--- src/rtl/pc_gen.sv ---
// rtl/pc_gen.sv - program-counter generator feeding fetch: boot hold, +4 advance, stall, redirect, trap, debug halt.
// Optional PC_MISALIGN_CHECK_EN: drop misaligned redirects and report them on misalign_o/misalign_addr_o.
module pc_gen #(
  parameter logic [31:0] RESET_VECTOR = 32'h0000_0000,
  parameter int          BOOT_CYCLES  = 2,
  parameter int          CNT_W        = 32
) (
  input  logic             clk,
  input  logic             reset_n,
  input  logic             stall_i,
  input  logic             redirect_valid_i,
  input  logic [31:0]      redirect_pc_i,
  input  logic             trap_valid_i,
  input  logic [31:0]      trap_vec_i,
  input  logic             halt_i,
  input  logic             resume_i,
  output logic [31:0]      pc_o,
  output logic [31:0]      pc_plus4_o,
  output logic             pc_valid_o,
  output logic [1:0]       state_o,
  output logic [CNT_W-1:0] fetch_count_o
`ifdef PC_MISALIGN_CHECK_EN
  ,
  output logic             misalign_o,
  output logic [31:0]      misalign_addr_o
`endif
);

  typedef enum logic [1:0] {
    ST_BOOT = 2'b00,
    ST_RUN  = 2'b01,
    ST_HALT = 2'b10
  } state_t;

  // BOOT_CYCLES of 0 and 1 both leave BOOT on the first edge.
  localparam logic [3:0] BOOT_LAST = 4'((BOOT_CYCLES > 0) ? BOOT_CYCLES - 1 : 0);

  state_t           state, state_nxt;
  logic [3:0]       boot_cnt, boot_nxt;
  logic [31:0]      pc_nxt;
  logic [CNT_W-1:0] cnt_nxt;
  logic [31:0]      trap_target;
  logic [31:0]      redir_target;
  logic             redir_take;

  assign trap_target  = {trap_vec_i[31:2], 2'b00};
  assign redir_target = {redirect_pc_i[31:2], 2'b00};

`ifdef PC_MISALIGN_CHECK_EN
  logic        redir_bad;
  logic        mis_nxt;
  logic [31:0] mis_addr_nxt;
  logic        unused_bits;

  assign redir_bad   = redirect_valid_i && (redirect_pc_i[1:0] != 2'b00);
  assign redir_take  = redirect_valid_i && !redir_bad;
  assign unused_bits = ^trap_vec_i[1:0];
`else
  logic unused_bits;

  assign redir_take  = redirect_valid_i;
  assign unused_bits = ^{trap_vec_i[1:0], redirect_pc_i[1:0]};
`endif

  always_comb begin
    state_nxt = state;
    boot_nxt  = boot_cnt;
    pc_nxt    = pc_o;
    cnt_nxt   = fetch_count_o;
    case (state)
      ST_BOOT: begin
        if (boot_cnt >= BOOT_LAST) begin
          state_nxt = ST_RUN;
        end else begin
          boot_nxt = boot_cnt + 4'd1;
        end
      end
      ST_RUN: begin
        if (!stall_i) begin
          cnt_nxt = fetch_count_o + CNT_W'(1);
        end
        if (trap_valid_i) begin
          pc_nxt = trap_target;
        end else begin
          if (redir_take) begin
            pc_nxt = redir_target;
          end else if (!stall_i) begin
            pc_nxt = pc_o + 32'd4;
          end
          if (halt_i) begin
            state_nxt = ST_HALT;
          end
        end
      end
      ST_HALT: begin
        // Stall is meaningless while halted; only trap, redirect and resume act.
        if (trap_valid_i) begin
          pc_nxt    = trap_target;
          state_nxt = ST_RUN;
        end else begin
          if (redir_take) begin
            pc_nxt = redir_target;
          end
          if (resume_i && !halt_i) begin
            state_nxt = ST_RUN;
          end
        end
      end
      default: begin
        state_nxt = ST_BOOT;
        boot_nxt  = 4'd0;
        pc_nxt    = RESET_VECTOR;
      end
    endcase
  end

`ifdef PC_MISALIGN_CHECK_EN
  always_comb begin
    mis_nxt      = 1'b0;
    mis_addr_nxt = misalign_addr_o;
    if ((state == ST_RUN || state == ST_HALT) && !trap_valid_i && redir_bad) begin
      mis_nxt      = 1'b1;
      mis_addr_nxt = redirect_pc_i;
    end
  end

  always_ff @(posedge clk or negedge reset_n) begin
    if (!reset_n) begin
      misalign_o      <= 1'b0;
      misalign_addr_o <= 32'h0000_0000;
    end else begin
      misalign_o      <= mis_nxt;
      misalign_addr_o <= mis_addr_nxt;
    end
  end
`endif

  always_ff @(posedge clk or negedge reset_n) begin
    if (!reset_n) begin
      state         <= ST_BOOT;
      boot_cnt      <= 4'd0;
      pc_o          <= RESET_VECTOR;
      fetch_count_o <= '0;
    end else begin
      state         <= state_nxt;
      boot_cnt      <= boot_nxt;
      pc_o          <= pc_nxt;
      fetch_count_o <= cnt_nxt;
    end
  end

  assign pc_plus4_o = pc_o + 32'd4;
  assign pc_valid_o = (state == ST_RUN);
  assign state_o    = state;

endmodule

--- config.mk ---
export PLATFORM = sky130hd
export DESIGN_NAME = pc_gen
export DESIGN_NICKNAME = d
export VERILOG_FILES = /design/src/rtl/pc_gen.sv
export SDC_FILE = /design/constraint.sdc
export NUM_CORES = 1
export LEC_CHECK = 0
export CORE_UTILIZATION = 40
export CTS_CLUSTER_DIAMETER = 40
export DETAILED_ROUTE_END_ITERATION = 7
export GPL_ROUTABILITY_DRIVEN = 1
export PLACE_DENSITY_LB_ADDON = 0.25
export SYNTH_ARGS = -nofsm -noshare
export SYNTH_HDL_FRONTEND = slang
export SYNTH_SLANG_ARGS = --single-unit
--- constraint.sdc ---
create_clock -name clk -period 5.7 [get_ports clk]
set_input_delay 1.425 -clock clk [delete_from_list [all_inputs] [get_ports clk]]
set_output_delay 1.425 -clock clk [all_outputs]
set_load 0.02 [all_outputs]
### Word-level counts from Yosys, hierarchy flattened

Index checks and enable logic that the tools add are counted.

* output and inout bits: 99
* bits in registers: 70
* input bits: 71

* muxes and demuxes: 14
* $add $sub $neg: 3
* bitwise logic cells: 3
* magnitude comparators: 1
* equality and inequality tests: 9
* reductions and logical operators: 8

Operators with widths (number)
* 32-bit 2-to-1 mux: 5
* 32-bit case mux with 3 select lines: 1
* 32-bit by 1-bit adder with 32-bit output (second input constant): 1
* 32-bit by 3-bit adder with 32-bit output (second input constant): 1
* 2-bit 2-to-1 mux: 5
* 2-bit inequality test (second input constant): 4
* 4-bit case mux with 2 select lines: 1
* 3-bit inequality test (second input constant): 2
* 2-bit case mux with 3 select lines: 1
* 4-bit by 1-bit adder with 4-bit output (second input constant): 1
* 4-bit by 1-bit greater-or-equal comparator with 1-bit output (second input constant): 1
* 4-bit 2-to-1 mux: 1
* 4-bit inequality test (second input constant): 1
* 2-bit AND reduction: 2
* 4-bit AND reduction: 1
* 1-bit NOT: 3
* 3-bit AND reduction: 1
* 2-bit by 1-bit == test with 1-bit output (second input constant): 1
* 2-bit == test (second input constant): 1
* 2-bit zero test: 1
* 2-bit OR reduction: 1
* 1-bit logical AND: 1
* 1-bit zero test: 1

### Depth between registers and ports, before layout

Gate-level depths: netlist of the first run.

* word-level depth: 5
* depth in mapped cells: 9

### Least setup slack after synthesis of the first run

Ideal clock, no wire load.

* kind: register to output
* start point: reg pc_o[10]
* end point: out pc_plus4_o[24]
* path slack: 2325 ps
* buffers on the path: 0
* cell stages (with the launch flop): 5
* arrival time: 1950 ps
* cell sequence: dfrtp_1 and4_4 nand4_4 or4_1 xnor2_1

* word-level cells in the longest chain between the ends: 1

Ends and longest elaborated chain
* from (decl): line 17 `output logic [31:0] pc_o,`
* from (signal assigned): line 147 `pc_o <= pc_nxt;`
* 32-bit by 3-bit adder with 32-bit output: line 152 `assign pc_plus4_o = pc_o + 32'd4;`
* to (decl): line 18 `output logic [31:0] pc_plus4_o,`

No other way between the ends.

### Worst setup path in the final report of the first run

* start point: reg pc_o[5]
* end point: out pc_plus4_o[31]

The elaborated chain is that of the path after synthesis.

==> summary.txt, run 1 <==
Outcome
  – Outcome: complete, but fails checks
  – Failing checks: DRC

Logic synthesis
  – EDFF count, synth: 0
  – Synthesis Warnings: 0
  – Post-Syn Area: 4800 µm²
  – FF+latch count, synth: 68
  – Synth cell types: 69
  – Gate Count Post-Synth: 544
  – FFs w/ async S/R, synth: 100%
  – Main synth FF type: dfrtp_1
  – Synthesized area per cell: 8.82 µm²
  – Post-synthesis sequential area ratio: 35.5%

STA
  – Fin crit period: 4.57 ns
  – RSZ-0062 raised after global routing: no
  – Hold Vio Cnt, Final: 0
  – Tcrit/Tclk final: 80.2%
  – Max Freq: 219 MHz
  – Pins over their slew limit: 0
  – Final setup violation count: 0
  – Slew margin rel.: 32.6%
  – Total negative slack: 0 ns
  – Worst Tran Pin Value: 1.00 ns
  – Final worst clock skew: 0.00916 ns

GRT
  – GRT Overall Usage: 26.9%
  – First-pass GRT wire length: 26.4 mm
  – Vias in the first global route: 5119
  – Grt total ovfl: 0
  – Pin count of the biggest net entering global routing: 49
  – Initial antenna violation count: 0

Power
  – Leakage: 2.74 nW
  – Pwr/cell area: 450 nW/µm²
  – Overall Power: 3.05 mW
  – Worst IR drop on VDD: 0.217 mV

Clocking
  – H-Tree Depth: 3
  – Root buf cell: clkbuf_16
  – CTS Buf Count: 9
  – CTS Hold Buffers Added: 0
  – Setup Buffers After CTS: 0
  – Clk_lat worst skew: 0.34 ns
  – Post-CTS Resized: 0
  – Clock tree buffer depth: 2
  – Clock slew at reported path FFs: 0.06 ns
  – CTS tree: yes
  – Num Clock Sinks: 68

Floorplanning
  – Ports: 170
  – Die width: 112 µm
  – Starting density of the core: 41.5%
  – Rows: 39
  – Die Ht: 112 µm
  – Die area: 12400 µm²
  – Core area: 11600 µm²

Route
  – Vias: 5063
  – Routed Antenna Nets: 0
  – DR DRC count: 10
  – DR WL/cell: 19.4 µm
  – Vias per cell: 6.04
  – DRT Wirelength: 16.3 mm
  – Pre-antenna DRT Iters: 8
  – Drt initial violations: 444

Finish
  – N_diodes: 0
  – Share of post-route cells with drive strength above 1: 7.05%
  – Final Util: 58.6%
  – Area growth, synth to finish: 41.2%
  – Final net count: 770

Worst setup path
  – Reg2reg path depth: 7
  – R2R Setup Slk: 2.84 ns
  – Worst reg2reg startpoint: state_o[0]$_DFFE_PN0P_
  – Crit Path Class: reg2out
  – Worst R2R End: pc_o[27]$_DFFE_PN0P_
  – Crit-path max FO: 13
  – Worst Setup End Kind: output pin
  – Crit path DAT: 3.15 ns
  – Data required, critical path: 4.28 ns
  – Startpoint Class: flop

Flow run
  – Max cap viols: 0

Placed design
  – IO buf count: 161
  – Final GP Congestion: 0.912
  – Hpwl dp: 11.8 mm

Min path
  – Hold wc startpoint: fetch_count_o[31]$_DFFE_PN0P_
  – End of the worst hold path: fetch_count_o[31]$_DFFE_PN0P_
  – Hold path depth: 1
  – Tightest Hold Check Type: reg2reg
[cell families (layout without fill, tap and decap cells)]
group,count (synthesis),in the layout,synth area share (%)
mux,13,13,2.76
flops,68,68,35.5
fa+ha+maj,9,9,2.35
simple gates,203,203,23.8
compound gates,138,138,20.1
buf+inv,54,202,4.93
xor+xnor,58,58,10.6
other cells,1,4,0.0782
[report_power, final]
| part | internal, mW | total [mW] | switching (mW) |
|---|---|---|---|
| Clock | 0.346 | 0.586 | 0.240 |
| Combinational | 0.706 | 1.65 | 0.946 |
| Sequential | 0.600 | 0.814 | 0.214 |
| Total | 1.65 | 3.05 | 1.40 |
[stage by stage]
step           hold slack (ns)  instance area, µm²  instances  worst slack, ns
2_1_floorplan            0.450                4810        547             2.32
3_3_place_gp             0.465                6470        822             1.60
3_5_place_dp             0.471                6470        822             1.53
4_1_cts                  0.483                6780        838             1.16
5_1_grt                  0.492                6780        838            0.957
6_report                 0.475                6780        838             1.13
[how the worst max path moves through the flow]
stage / from / cells after the start / to / slack (ns)
after floorplan: pc_o[10]$_DFFE_PN0P_ / 4 / pc_plus4_o[24] / 2.32
after CTS: pc_o[4]$_DFFE_PN0P_ / 5 / pc_plus4_o[31] / 1.16
after detailed placement: pc_o[4]$_DFFE_PN0P_ / 5 / pc_plus4_o[31] / 1.53
after global placement: pc_o[4]$_DFFE_PN0P_ / 5 / pc_plus4_o[31] / 1.60
after global routing: pc_o[4]$_DFFE_PN0P_ / 5 / pc_plus4_o[31] / 0.96
final: pc_o[5]$_DFFE_PN0P_ / 5 / pc_plus4_o[31] / 1.13
[cell type report]
type / instances / area, µm²
fill: 1020 / 4790
multi-input combinational: 425 / 2870
sequential: 68 / 1700
timing repair buffer: 167 / 1650
clock buffer: 9 / 225
tap: 143 / 179
clock inverter: 7 / 81.3
inverter: 19 / 71.3
[worst max-delay path, cell delays in order, from the launching register on]
cell and delay, ns:
dfrtp_1 0.43, and3_1 0.42, nand2_1 0.43, nor4_1 0.69
xnor2_1 0.19, clkdlybuf4s50_1 0.65
[synth_stat cells (12+ instances only)]
| library cell | instances | area share (%) |
|---|---|---|
| nand2_1 | 43 | 3.4 |
| nor3_1 | 15 | 1.6 |
| a21oi_1 | 27 | 2.8 |
| inv_1 | 18 | 1.4 |
| clkbuf_1 | 22 | 1.7 |
| xnor2_1 | 41 | 7.5 |
| nand4_1 | 15 | 2.0 |
| xor2_1 | 17 | 3.1 |
| dfrtp_1 | 68 | 35 |
| nor2_1 | 35 | 2.7 |
| a22oi_1 | 12 | 1.9 |
| o21ai_0 | 24 | 2.5 |
| nand3_1 | 30 | 3.1 |
[flip-flops by register name, indices dropped and copies added, names as in the netlist]
| name | cells |
|---|---|
| fetch_count_o | 32 |
| pc_o | 30 |
| boot_cnt | 4 |
| state_o | 2 |
[placed cells by master, fill, tap and decap left out, types with 6 or more instances in the layout]
master / n
clkdlybuf4s50_1: 159
nand2b_1: 9
nor2_1: 35
nand4_1: 15
a22oi_1: 12
nand2_1: 43
buf_4: 6
dfrtp_1: 68
o31ai_1: 9
or2_2: 7
inv_1: 18
a21oi_1: 27
xor2_1: 17
nor4_1: 11
nand3_1: 30
mux2i_1: 11
xnor2_1: 41
o211ai_1: 10
nor3_1: 15
and3_1: 8
clkbuf_16: 9
ha_1: 9
o21ai_0: 24
[metal layers]
layer  vias to the layer above  share of wire, %  wire, µm  track usage (%)
met5                         -                 0         0                0
met4                         0               2.6       429             11.5
met3                        40               8.9      1450             6.10
met2                       302                47      7660             43.4
met1                      2418                41      6720             34.5
li1                       2303                 -         -                -
No activity file was read; power rests on OpenSTA's default activity.
==> inputs of run 2 (changes only) <==
==> constraint.sdc (replaced) <==
create_clock -name clk -period 3.85 [get_ports clk]
set_input_delay 0.9625 -clock clk [delete_from_list [all_inputs] [get_ports clk]]
set_output_delay 0.9625 -clock clk [all_outputs]
set_load 0.02 [all_outputs]
==> run 2 against run 1 <==
The run still ends with DRC left. Sequential share of layout area shrank 0.45 points. Worst setup slack got worse by 1.0 ns. Die area unchanged. Global-route usage is 0.071 points lower. Clock skew shrank 0.0020 ns. Via count is 1.2% higher. Largest cell class unchanged. Highest routed layer unchanged.
==> summary.txt, run 2 (synthesis results as in run 1) <==
Outcome
  – Outcome: complete, but fails checks
  – Failing checks: DRC

Clocking
  – CTS tree: yes
  – Clk_lat worst skew: 0.34 ns
  – Clock slew at reported path FFs: 0.06 ns
  – H-Tree Depth: 3
  – Clock tree buffer depth: 2
  – Setup Buffers After CTS: 0
  – CTS Buf Count: 9
  – Root buf cell: clkbuf_16
  – Num Clock Sinks: 68

Finish
  – Fin area: 6910 µm²
  – Biggest register: fetch_count_o
  – Share of post-route cells with drive strength above 1: 9.48%
  – Max FFs per register: 32
  – N_diodes: 0
  – Final Util: 59.7%
  – Layout filler cell count: 1017
  – Final net count: 782
  – Top Registers: fetch_count_o x32, pc_o x30, boot_cnt x4
  – Most frequent cells in the layout: clkdlybuf4s50_1 (159), dfrtp_1 (67), nand2_1 (42)
  – Commonest non-fill, non-tap cell in the layout: clkdlybuf4s50_1
  – Finished Layout Cells: 850
  – Area growth, synth to finish: 43.9%

Worst setup path
  – Startpoint Class: flop
  – Crit Path Class: reg2out
  – CP max stage delay: 0.63 ns
  – Worst path cell trace: and4_4 > nand4_4 > or4_4 > xnor2_1 > clkdlybuf4s50_1
  – Worst Setup End Kind: output pin
  – WP buf/inv: 1
  – Data required, critical path: 2.89 ns
  – CP delay by family, top: simple AND/OR/NAND/NOR gates
  – Crit-path max FO: 14
  – Crit path DAT: 2.78 ns
  – CP max-delay cell: or4_4

Power
  – Clock Power Share: 19.0%
  – Sequential share of power: 25.8%
  – Net Sw Frac: 45.9%
  – Psw: 2.12 mW
  – Internal Power: 2.49 mW
  – Worst IR drop on VDD: 0.392 mV
  – Leakage: 2.81 nW
  – Pwr/cell area: 668 nW/µm²
  – Comb pwr share: 55.2%

Floorplanning
  – Die width: 112 µm
  – Die area: 12400 µm²
  – Ports: 170
  – Core area: 11600 µm²
  – Starting density of the core: 41.5%
  – Die Ht: 112 µm
  – Rows: 39

STA
  – Tcrit/Tclk final: 97.1%
  – Hold Vio Cnt, Final: 0
  – Max Freq: 267 MHz
  – Slew margin rel.: 36.6%
  – Worst Slack Setup Final: 0.110 ns
  – Final worst clock skew: 0.00715 ns
  – Worst Tran Pin Value: 0.951 ns
  – Final setup violation count: 0
  – Pins over their slew limit: 0
  – Fin crit period: 3.74 ns

Route
  – DR DRC count: 10
  – Vias: 5124
  – Drt initial violations: 427
  – DRT Wirelength: 16.8 mm
  – Vias per cell: 6.03
  – Routed Antenna Nets: 0
  – DR WL/cell: 19.7 µm
  – Pre-antenna DRT Iters: 8

Placed design
  – Place WS: 0.363 ns
  – DP Cell Count: 834
  – Final GP Congestion: 0.934
  – IO buf count: 161
  – Hpwl dp: 12.4 mm
  – DP Area: 6570 µm²

GRT
  – Pin count of the biggest net entering global routing: 36
  – Initial antenna violation count: 0
  – First-pass GRT wire length: 26.2 mm
  – Vias in the first global route: 5005
  – GRT Overall Usage: 26.8%
  – Grt total ovfl: 0

Min path
  – Tightest Hold Check Type: reg2reg

Flow run
  – Max cap viols: 0
## run 2: changes by cell type in the layout (fill, tap and decap cells not counted), sizes merged
cell      change
clkinv        -1
clkinvlp      +1
buf          +12
## run 2: worst paths after layout
check / endpoint / cells past startpoint / from / slack (ns)
setup / recovery: pc_plus4_o[24] / 5 / pc_o[9]$_DFFE_PN0P_ / 0.11
hold / removal: fetch_count_o[31]$_DFFE_PN0P_ / 1 / fetch_count_o[31]$_DFFE_PN0P_ / 0.47
setup reg to reg: pc_o[21]$_DFFE_PN0P_ / 7 / state_o[0]$_DFFE_PN0P_ / 1.11
hold reg to reg: fetch_count_o[31]$_DFFE_PN0P_ / 1 / fetch_count_o[31]$_DFFE_PN0P_ / 0.47
max in group asynchronous: pc_o[10]$_DFFE_PN0P_ / 2 / reset_n / 2.43
min in group asynchronous: fetch_count_o[10]$_DFFE_PN0P_ / 1 / reset_n / 0.72
## run 2: through the flow
| step | setup TNS [ns] | hold WS [ns] | power [mW] |
|---|---|---|---|
| 2_1_floorplan | 0 | 0.450 | 2.54 |
| 3_3_place_gp | 0 | 0.465 | 3.63 |
| 3_5_place_dp | 0 | 0.470 | 3.69 |
| 4_1_cts | 0 | 0.483 | 4.58 |
| 5_1_grt | -0.0331 | 0.501 | 4.83 |
| 6_report | 0 | 0.475 | 4.61 |
## run 2: final cells by class
cell class	instances	area [µm²]	share of cell area, %
clock buffers	9	225	3.26
multi-input cells	425	2900	41.9
inverters	19	71.3	1.03
clock inverters	7	82.6	1.20
repair buffers	179	1750	25.3
flip-flops and latches	68	1700	24.7
well taps	143	179	2.59
## run 2: power groups by stage
stage / Sequential, mW / Clock [mW] / Combinational, mW
2_1_floorplan: 1.31 / 0 / 1.23
3_3_place_gp: 1.18 / 0 / 2.45
3_5_place_dp: 1.19 / 0 / 2.50
4_1_cts: 1.18 / 0.881 / 2.51
5_1_grt: 1.22 / 0.912 / 2.69
6_report: 1.19 / 0.877 / 2.54
## run 2: worst reg2reg max path: cells and delay by family, from the launching register on
kind                       cells  cell delay, ns
DFF                            1            0.42
AOI/OAI and AO/OA              3            0.93
buffers and inverters          1            0.10
adders and majority gates      1            0.79
and+or+nand+nor                2            0.38
## run 2: repair_timing
action / 4_1_cts / 5_1_grt
setup endpoints to repair: 0 / 7
resized for setup: 0 / 6
hold buffers: 0 / 0
## run 2: metal layers
metal	up-vias	global-route usage [%]	part of all wire [%]	wire length, µm
li1	2323	-	-	-
met1	2450	33.5	40	6710
met2	293	44.3	47	7890
met3	58	5.12	9.3	1560
met4	0	13.5	3.6	612
met5	-	0	0	0
